## config.mk

```make
export PLATFORM = sky130hd
export DESIGN_NAME = ign_sequencer
export DESIGN_NICKNAME = d
export VERILOG_FILES = /design/src/rtl/ign_sequencer.sv
export SDC_FILE = /design/constraint.sdc
export NUM_CORES = 1
export LEC_CHECK = 0
export ABC_CLOCK_PERIOD_IN_PS = 15300
export BUFFER_PORTS_ARGS = -buffer_cell sky130_fd_sc_hd__buf_2
export CORE_UTILIZATION = 63
export DETAILED_ROUTE_END_ITERATION = 10
export PLACE_DENSITY = 0.81
export SETUP_SLACK_MARGIN = 0.02
export SKIP_CTS_REPAIR_TIMING = 1
export SLEW_MARGIN = 30
export SYNTH_ARGS = -nofsm -noshare
export SYNTH_HDL_FRONTEND = slang
export SYNTH_SLANG_ARGS = --single-unit
```

## constraint.sdc

```tcl
create_clock -name clk -period 15.3 [get_ports clk]
set_clock_uncertainty 0.1 [all_clocks]
set_input_delay 2.295 -clock clk [delete_from_list [all_inputs] [get_ports clk]]
set_output_delay 2.295 -clock clk [all_outputs]
set_load 0.005 [all_outputs]
```

## src/rtl/ign_sequencer.sv

```systemverilog
// Per-channel ignition coil sequencer: dwell/fire pulses to coil drive with overdwell
// timeout, post-spark hold-off and a cap on concurrently dwelling coils. Optional
// IGN_SPARK_COUNT_EN adds the wrapping spark_count output.
module ign_sequencer #(
  parameter int unsigned N_CH      = 8,
  parameter int unsigned CNT_W     = 15,
  parameter int unsigned MAX_DWELL = 16000,
  parameter int unsigned MIN_OFF   = 200,
  parameter int unsigned MAX_CONC  = 2
) (
  input  logic            clk,
  input  logic            reset_n,
  input  logic            synced,
  input  logic [N_CH-1:0] dwell_req,
  input  logic [N_CH-1:0] fire_req,
  input  logic            clr_faults,
  output logic [N_CH-1:0] ign,
  output logic [N_CH-1:0] reject,
  output logic [N_CH-1:0] overdwell,
  output logic [3:0]      active_cnt
`ifdef IGN_SPARK_COUNT_EN
  ,
  output logic [15:0]     spark_count
`endif
);

  typedef enum logic [1:0] {IDLE, DWELL, HOLDOFF} ch_state_t;

  ch_state_t        state [N_CH];
  logic [CNT_W-1:0] cnt   [N_CH];

  logic [N_CH-1:0] leaving;
  logic [N_CH-1:0] timeout;
  logic [N_CH-1:0] od_set;
  logic [N_CH-1:0] grant;
  int unsigned     running;
  int unsigned     n_leave;

  // Channels leaving DWELL free their slot in the same cycle, so the
  // arbitration base counts only channels that remain dwelling.
  always_comb begin
    leaving = '0;
    timeout = '0;
    od_set  = '0;
    grant   = '0;
    running = 0;
    n_leave = 0;
    for (int unsigned i = 0; i < N_CH; i++) begin
      if (state[i] == DWELL) begin
        timeout[i] = (cnt[i] == CNT_W'(MAX_DWELL - 1));
        leaving[i] = !synced || fire_req[i] || timeout[i];
        od_set[i]  = timeout[i] && !fire_req[i] && synced;
        if (leaving[i]) n_leave = n_leave + 1;
        else            running = running + 1;
      end
    end
    for (int unsigned i = 0; i < N_CH; i++) begin
      if (synced && dwell_req[i] && state[i] == IDLE && running < MAX_CONC) begin
        grant[i] = 1'b1;
        running  = running + 1;
      end
    end
  end

  always_ff @(posedge clk or negedge reset_n) begin
    if (!reset_n) begin
      for (int unsigned i = 0; i < N_CH; i++) begin
        state[i] <= IDLE;
        cnt[i]   <= '0;
      end
      ign         <= '0;
      reject      <= '0;
      overdwell   <= '0;
      active_cnt  <= '0;
`ifdef IGN_SPARK_COUNT_EN
      spark_count <= '0;
`endif
    end else begin
      for (int unsigned i = 0; i < N_CH; i++) begin
        case (state[i])
          IDLE: begin
            if (grant[i]) begin
              state[i] <= DWELL;
              cnt[i]   <= '0;
            end
          end
          DWELL: begin
            if (leaving[i]) begin
              state[i] <= HOLDOFF;
              cnt[i]   <= '0;
            end else begin
              cnt[i] <= cnt[i] + 1'b1;
            end
          end
          HOLDOFF: begin
            if (cnt[i] == CNT_W'(MIN_OFF - 1)) begin
              state[i] <= IDLE;
              cnt[i]   <= '0;
            end else begin
              cnt[i] <= cnt[i] + 1'b1;
            end
          end
          default: begin
            state[i] <= IDLE;
            cnt[i]   <= '0;
          end
        endcase
        ign[i]    <= ((state[i] == DWELL) && !leaving[i]) || grant[i];
        reject[i] <= dwell_req[i] && !grant[i];
        if (od_set[i])       overdwell[i] <= 1'b1;
        else if (clr_faults) overdwell[i] <= 1'b0;
      end
      active_cnt <= 4'(running);
`ifdef IGN_SPARK_COUNT_EN
      spark_count <= spark_count + 16'(n_leave);
`endif
    end
  end

endmodule

```

==> impl_results.md, run 1 <==
* Clock-pin slew on the worst setup and hold paths at 0.06 ns
* Number of synthesized register bits at around 160
* Worst Hold Class: flip-flop to flip-flop
* H-tree Lvls at 4
* Clock power frac at between 20% and 30%
* Complex-gate fraction of the synthesized area at approximately 19%
* Critical Path End Type: flip-flop
* Post-Syn Area at about 0.01 mm^2
* Sequential Power Share at between 30% and 40%
* Worst hold slack at roughly 0.38 ns
* Die area at approximately 0.017 mm^2
* Layout Nets at around 1300
* Synthesized net count at ~1200
* Row count at 46
* Clk root buf: clkbuf_16
* Max_slew headroom at 37.5%
* Sw frac at between 40% and 50%
* Worst path slowest cell: xnor3_1
* Pwr per Cell Area at ~150 mW/mm^2
* Place WS at between 0.3 and 0.4 ns
* Share of cells above drive strength 1 at between 10% and 20%
* TritonCTS clock tree: done
* CP most frequent cell: ha_1
* Largest net degree at the start of global routing at a little under 90
* Endpoints failing hold at 0
* Max_cap viols at 0
* Post-Synth XOR/XNOR Area at under 10%
* Die Y at ~130 um
* Initial Util at between 60% and 70%
* CP max stage delay at between 0.4 and 0.5 ns
* Synth Area in Simple Gates at roughly 27%
* Number of global-route vias before repair at between 8000 and 9000
* Vias at roughly 8900
* Number of vias per cell at ~6.2
* Placed Cells at roughly 1400
* Most used DFF post-synth: dfrtp_1
* CORE AREA at approximately 0.016 mm^2
* DRC Markers at 0
* Final setup fails at 0
* Cells after Synth at approximately 1200
* First-pass GRT wire length at about 40 mm
* Final setup margin at about 1.1 ns
* Library cells used by synthesis at 80
* I/O pin count at 48
* FFs w/ async S/R, synth at 100%
* CP arrival at about 14 ns
* CTS Sinks at 164
* Fin crit share at between 90% and 100%
* Critical Path RT at 15.52 ns
* Area post-placement at around 0.011 mm^2
* Initial antenna violation count at 0
* Initial DRC Count at ~730
* CP top delay family: compound AO/OA/AOI/OAI gates
* ANT nets after route at 0
* PortBufs at 47
* Worst Tran Pin Value at approximately 0.92 ns
* Crit path max fanout at 18
* Startpoint Class: input pin
* Largest family of logic cells by synthesized area: simple AND/OR/NAND/NOR gates
* Design area at 0.0112 mm^2
* Finished Layout Cells at about 1400
* GPL Wtd Cong at roughly 0.91
* Net Switching at between 600 and 700 uW
* Max clock buf depth at 2
* Wire length per cell at 16.5 um
* Mux share of post-synthesis cell area at less than 1%
* Static leakage at 0.00516 uW
* Seq/Total Area, Yosys at between 30% and 40%
* P_int at 975 uW
* CP bufs+invs at 7
* YS warnings at 0
* Layout fillers at 1286
* Status: finished, final reports clean
* Min Clock Period, post-route at roughly 14 ns
* Combinational power share at around 43%
* Synth-to-layout area growth at 9.31%
* Total gr overflow at 0
* Crit path kind: input pin to flip-flop
* Unrepaired setup endpoints after global routing: false
* Total CTS buffers at 17
* Slew Viols, Final at 0
* Final wirelength at 23.7 mm
* DRT Pass-1 Iters at 5
* Number of synthesized flops with an enable pin at 0
* Die X at 130 um
* Final setup TNS at 0 ns
* Total GRT Usage at between 20% and 30%
* Synth Area per Inst at just under 9 um^2
* FMAX at between 70 and 80 MHz
* Post-Synth Adder-Cell Area at approximately 6.2%
* Latest clock arrival within the worst-skew pair at 0.44 ns
* VDD IR max at roughly 110 uV
* Number of diodes at 0
* Post-DP HPWL at 16.4 mm
-- metrics by stage --
stage | util, % | total power (uW)
3_5_place_dp | 66.8 | 1180
3_3_place_gp | 66.8 | 1160
2_1_floorplan | - | 1030
4_1_cts | 70.6 | 1630
5_1_grt | 70.7 | 1740
6_report | 70.7 | 1630
-- cell type report --
type / instances / area [um^2] / area share [%]
multi-input cells: 920 / 5800 / 51.6
repair buffers: 50 / 268 / 2.39
clock inverters: 11 / 125 / 1.11
inverters: 51 / 191 / 1.71
well taps: 216 / 270 / 2.41
clock buffers: 21 / 470 / 4.19
flip-flops and latches: 164 / 4100 / 36.6
-- cell families (layout without fill, tap and decap cells) --
kind of cell | after synthesis | count (layout)
simple gates | 524 | 524
compound gates | 303 | 303
xor+xnor | 34 | 34
flops | 164 | 164
buf+inv | 89 | 133
mux | 8 | 8
fa+ha+maj | 51 | 51
-- worst paths after layout --
path | startpoint | end | slack (ns) | cells after the start
min in group asynchronous | reset_n | cnt[91]$_DFFE_PN0N_ | 1.80 | 1
max in group asynchronous | reset_n | state[0]$_DFFE_PN0P_ | 12.15 | 2
setup / recovery | synced | cnt[14]$_DFFE_PN0P_ | 1.06 | 60
hold reg to reg | cnt[44]$_DFFE_PN0N_ | cnt[44]$_DFFE_PN0N_ | 0.38 | 1
hold / removal | cnt[44]$_DFFE_PN0N_ | cnt[44]$_DFFE_PN0N_ | 0.38 | 1
setup reg to reg | cnt[90]$_DFFE_PN0N_ | cnt[14]$_DFFE_PN0P_ | 2.15 | 61
-- registers in the layout, indices dropped and copies added (netlist names) --
name        flops
reject          8
overdwell       8
ign             8
active_cnt      4
cnt           120
state          16
-- layer usage --
layer / routed length (um) / vias to the layer above / GRT usage, %
li1: - / 4340 / -
met1: 11000 / 4295 / 41.6
met2: 10800 / 263 / 45.7
met3: 1310 / 47 / 6.36
met4: 575 / 0 / 11.3
met5: 0 / - / 0
-- synth_stat cells (15+ instances only) --
cell type  number  area (um^2)
xnor2_1        18          158
ha_1           51          638
a21oi_1        19         95.1
nand4_1        27          169
nand3_1        60          300
o21ai_0       144          721
nor2_1         98          368
nand2b_1       22          138
nand2_1       134          503
clkbuf_1       25         93.8
o21ai_1        27          135
o31ai_1        33          248
nor4_1         15         93.8
inv_1          47          176
and2_1         19          119
dfrtp_1       164         4100
and3_1         62          388
-- cells in the final DEF (no fill, tap or decap), drive strengths merged, types with 5 or more instances in the layout --
cell,n
a21o,5
nand4,28
o211ai,5
buf,50
clkbuf,21
mux2,6
inv,53
xnor2,20
nor3,14
and4,7
nand3b,8
a31oi,13
dfrtp,164
o22ai,9
nor2b,9
or2,5
nand3,62
clkinv,5
nand2,135
and2,19
or4,10
nor2,99
o41ai,14
o31ai,38
and3,63
and3b,6
nor4,18
ha,51
xor2,11
nand2b,23
a21oi,22
o21ai,171
-- power groups by stage --
stage / Clock, uW / Combinational [uW] / Sequential [uW]
after detailed placement: 0 / 674 / 505
final: 433 / 699 / 499
after CTS: 441 / 688 / 498
after global routing: 455 / 782 / 504
after floorplan: 0 / 526 / 503
after global placement: 0 / 655 / 505
Note: power is estimated with default switching activity, not from simulation.
==> run 2, diff against run 1 <==
--- a/config.mk
+++ b/config.mk
@@ -5,7 +5,7 @@
 export SDC_FILE = /design/constraint.sdc
 export NUM_CORES = 1
 export LEC_CHECK = 0
-export ABC_CLOCK_PERIOD_IN_PS = 15300
+export ABC_CLOCK_PERIOD_IN_PS = 16200
 export BUFFER_PORTS_ARGS = -buffer_cell sky130_fd_sc_hd__buf_2
 export CORE_UTILIZATION = 63
 export DETAILED_ROUTE_END_ITERATION = 10
==> constraint.sdc (replaced) <==
create_clock -name clk -period 16.2 [get_ports clk]
set_clock_uncertainty 0.1 [all_clocks]
set_input_delay 2.43 -clock clk [delete_from_list [all_inputs] [get_ports clk]]
set_output_delay 2.43 -clock clk [all_outputs]
set_load 0.005 [all_outputs]
==> impl_results.md, run 2 (synthesis results as in run 1) <==
* Status: finished, final reports clean
* Startpoint Class: input pin
* Worst Hold Class: flip-flop to flip-flop
* CORE AREA at 0.0159 mm^2 (unchanged)
* Max FFs per register at 120 (unchanged)
* ANT nets after route at 0 (unchanged)
* Min Clock Period, post-route at approximately 15 ns
* Critical Path RT at 16.42 ns (+0.90 ns)
* DRC Markers at 0 (unchanged)
* Slew Viols, Final at 0 (unchanged)
* Initial DRC Count at 773 (+6.6%)
* Final setup TNS at 0 ns (unchanged)
* Number of vias per cell at 6.32 (+1.2%)
* CP most frequent cell: ha_1
* Worst hold slack at 0.382 ns (+0.00247 ns)
* Final setup margin at 1.59 ns (+0.533 ns)
* Die area at 0.0168 mm^2 (unchanged)
* GPL Wtd Cong at 0.909 (+0.33%)
* DRT Pass-1 Iters at 5 (unchanged)
* Final Util at 70.9% (+0.22 points)
* Min-Delay Startpoint: cnt[74]$_DFFE_PN0N_
* Worst Tran Pin Value at 0.816 ns (-0.109 ns)
* Clock-pin slew on the worst setup and hold paths at 0.06 ns (about the same)
* Largest net degree at the start of global routing at 89 (unchanged)
* Most common cell after layout, fill and taps aside: dfrtp_1
* TritonCTS clock tree: done
* First-pass GRT wire length at 40.0 mm (+0.85%)
* CP arrival at 14.83 ns (+0.36 ns)
* Crit path max fanout at 18 (unchanged)
* Worst path slowest cell: xnor3_1
* CP max stage delay at 0.45 ns (about the same)
* Top Registers: cnt: 120 flops, state: 16 flops
* FMAX at 68.4 MHz
* Number of global-route vias before repair at 8228 (+0.073%)
* H-tree Lvls at 4 (unchanged)
* Die Y at 130 um (unchanged)
* Die X at 130 um (unchanged)
* Total gr overflow at 0 (unchanged)
* Row count at 46 (unchanged)
* Wire length per cell at 16.8 um (+1.4%)
* Pwr per Cell Area at 138 mW/mm^2 (-5.0%)
* Total power at 1550 uW (-4.7%)
* Final setup fails at 0 (unchanged)
* Share of cells above drive strength 1 at 10.1% (+0.074 points)
* Initial antenna violation count at 2 (+2)
* Fin crit share at approximately 90%
* Endpoints failing hold at 0 (unchanged)
* PortBufs at 47 (unchanged)
* Reg2Reg Depth at 62 (+1.6%)
* Max clock buf depth at 2 (unchanged)
* I/O pin count at 48 (unchanged)
* Most frequent cells in the layout: 164 x dfrtp_1, 144 x o21ai_0, 134 x nand2_1, 98 x nor2_1, 62 x and3_1
* Total CTS buffers at 17 (unchanged)
* Unrepaired setup endpoints after global routing: false
* Largest register by flop count: cnt
* Post-DP HPWL at 16.6 mm (+1.6%)
* Static leakage at 0.00517 uW (about the same)
* Max_cap viols at 0 (unchanged)
* Latest clock arrival within the worst-skew pair at 0.44 ns (about the same)
* Critical Path End Type: flip-flop
* Max_slew headroom at 45.6% (+8.1 points)
* Crit path kind: input pin to flip-flop
* Crit path from: synced
* R2r startpoint: cnt[90]$_DFFE_PN0N_
* Clk root buf: clkbuf_16
* Total GRT Usage at 29.9% (+0.12 points)
* Initial Util at 64.6% (unchanged)
* Synth-to-layout area growth at 9.65%
* Hold Path Depth at 1 (unchanged)
* Final wirelength at 24.1 mm (+1.6%)
* Layout Nets at 1276 (+0.078%)
* Place WS at 1.32 ns (+0.989 ns)
* Vias at 9073 (+1.4%)
* VDD IR max at 85.9 uV (-21%)
* CTS Sinks at 164 (unchanged)
run 2: cell types whose count changed in the layout (fill, tap and decap cells not counted), sizes merged, moves of 2 or more:
cell / delta
clkbuf: -4
clkinv: -2
diode: +2
inv: +4
run 2: path summary, 6_finish.rpt:
path | endpoint | slack, ns
hold reg to reg | cnt[74]$_DFFE_PN0N_ | 0.38
hold / removal | cnt[74]$_DFFE_PN0N_ | 0.38
max in group asynchronous | cnt[10]$_DFFE_PN0P_ | 12.91
min in group asynchronous | cnt[91]$_DFFE_PN0N_ | 1.94
setup reg to reg | cnt[14]$_DFFE_PN0P_ | 2.79
setup / recovery | cnt[14]$_DFFE_PN0P_ | 1.59
run 2: layout make-up:
cell class                 instances  area, um^2
multi-input combinational        920        5790
tap                              216         270
clock buffer                      17         425
sequential                       164        4100
inverter                          51         191
antenna                            2        5.00
timing repair buffer              51         275
clock inverter                    15         196
fill                            1267        4630
run 2: report_power, final:
group / switching (uW) / internal [uW] / total [uW]
logic: 423 / 232 / 655
clock network: 180 / 247 / 427
registers: 23.6 / 448 / 472
total: 627 / 927 / 1550
run 2: through the flow:
step / instances / instance area, um^2
6_report: 1436 / 11300
5_1_grt: 1434 / 11300
4_1_cts: 1434 / 11200
3_5_place_dp: 1402 / 10600
3_3_place_gp: 1402 / 10600
2_1_floorplan: 1173 / 10300
run 2: worst max-delay path: cells and delay by family:
kind / cells / cell delay [ns]
buffers and inverters: 8 / 0.91
XOR/XNOR: 3 / 0.81
adder cells (fa/ha/maj): 13 / 3.82
AND/OR/NAND/NOR: 20 / 2.68
AO/OA/AOI/OAI: 17 / 4.16
run 2: per-layer routing:
metal,wire [um],part of all wire (%),track usage (%),vias to the layer above
li1,-,-,-,4356
met1,10900,45,40.8,4359
met4,541,2.2,10.9,0
met2,11200,46,47.0,308
met3,1430,5.9,6.65,50
met5,0,0,0,-
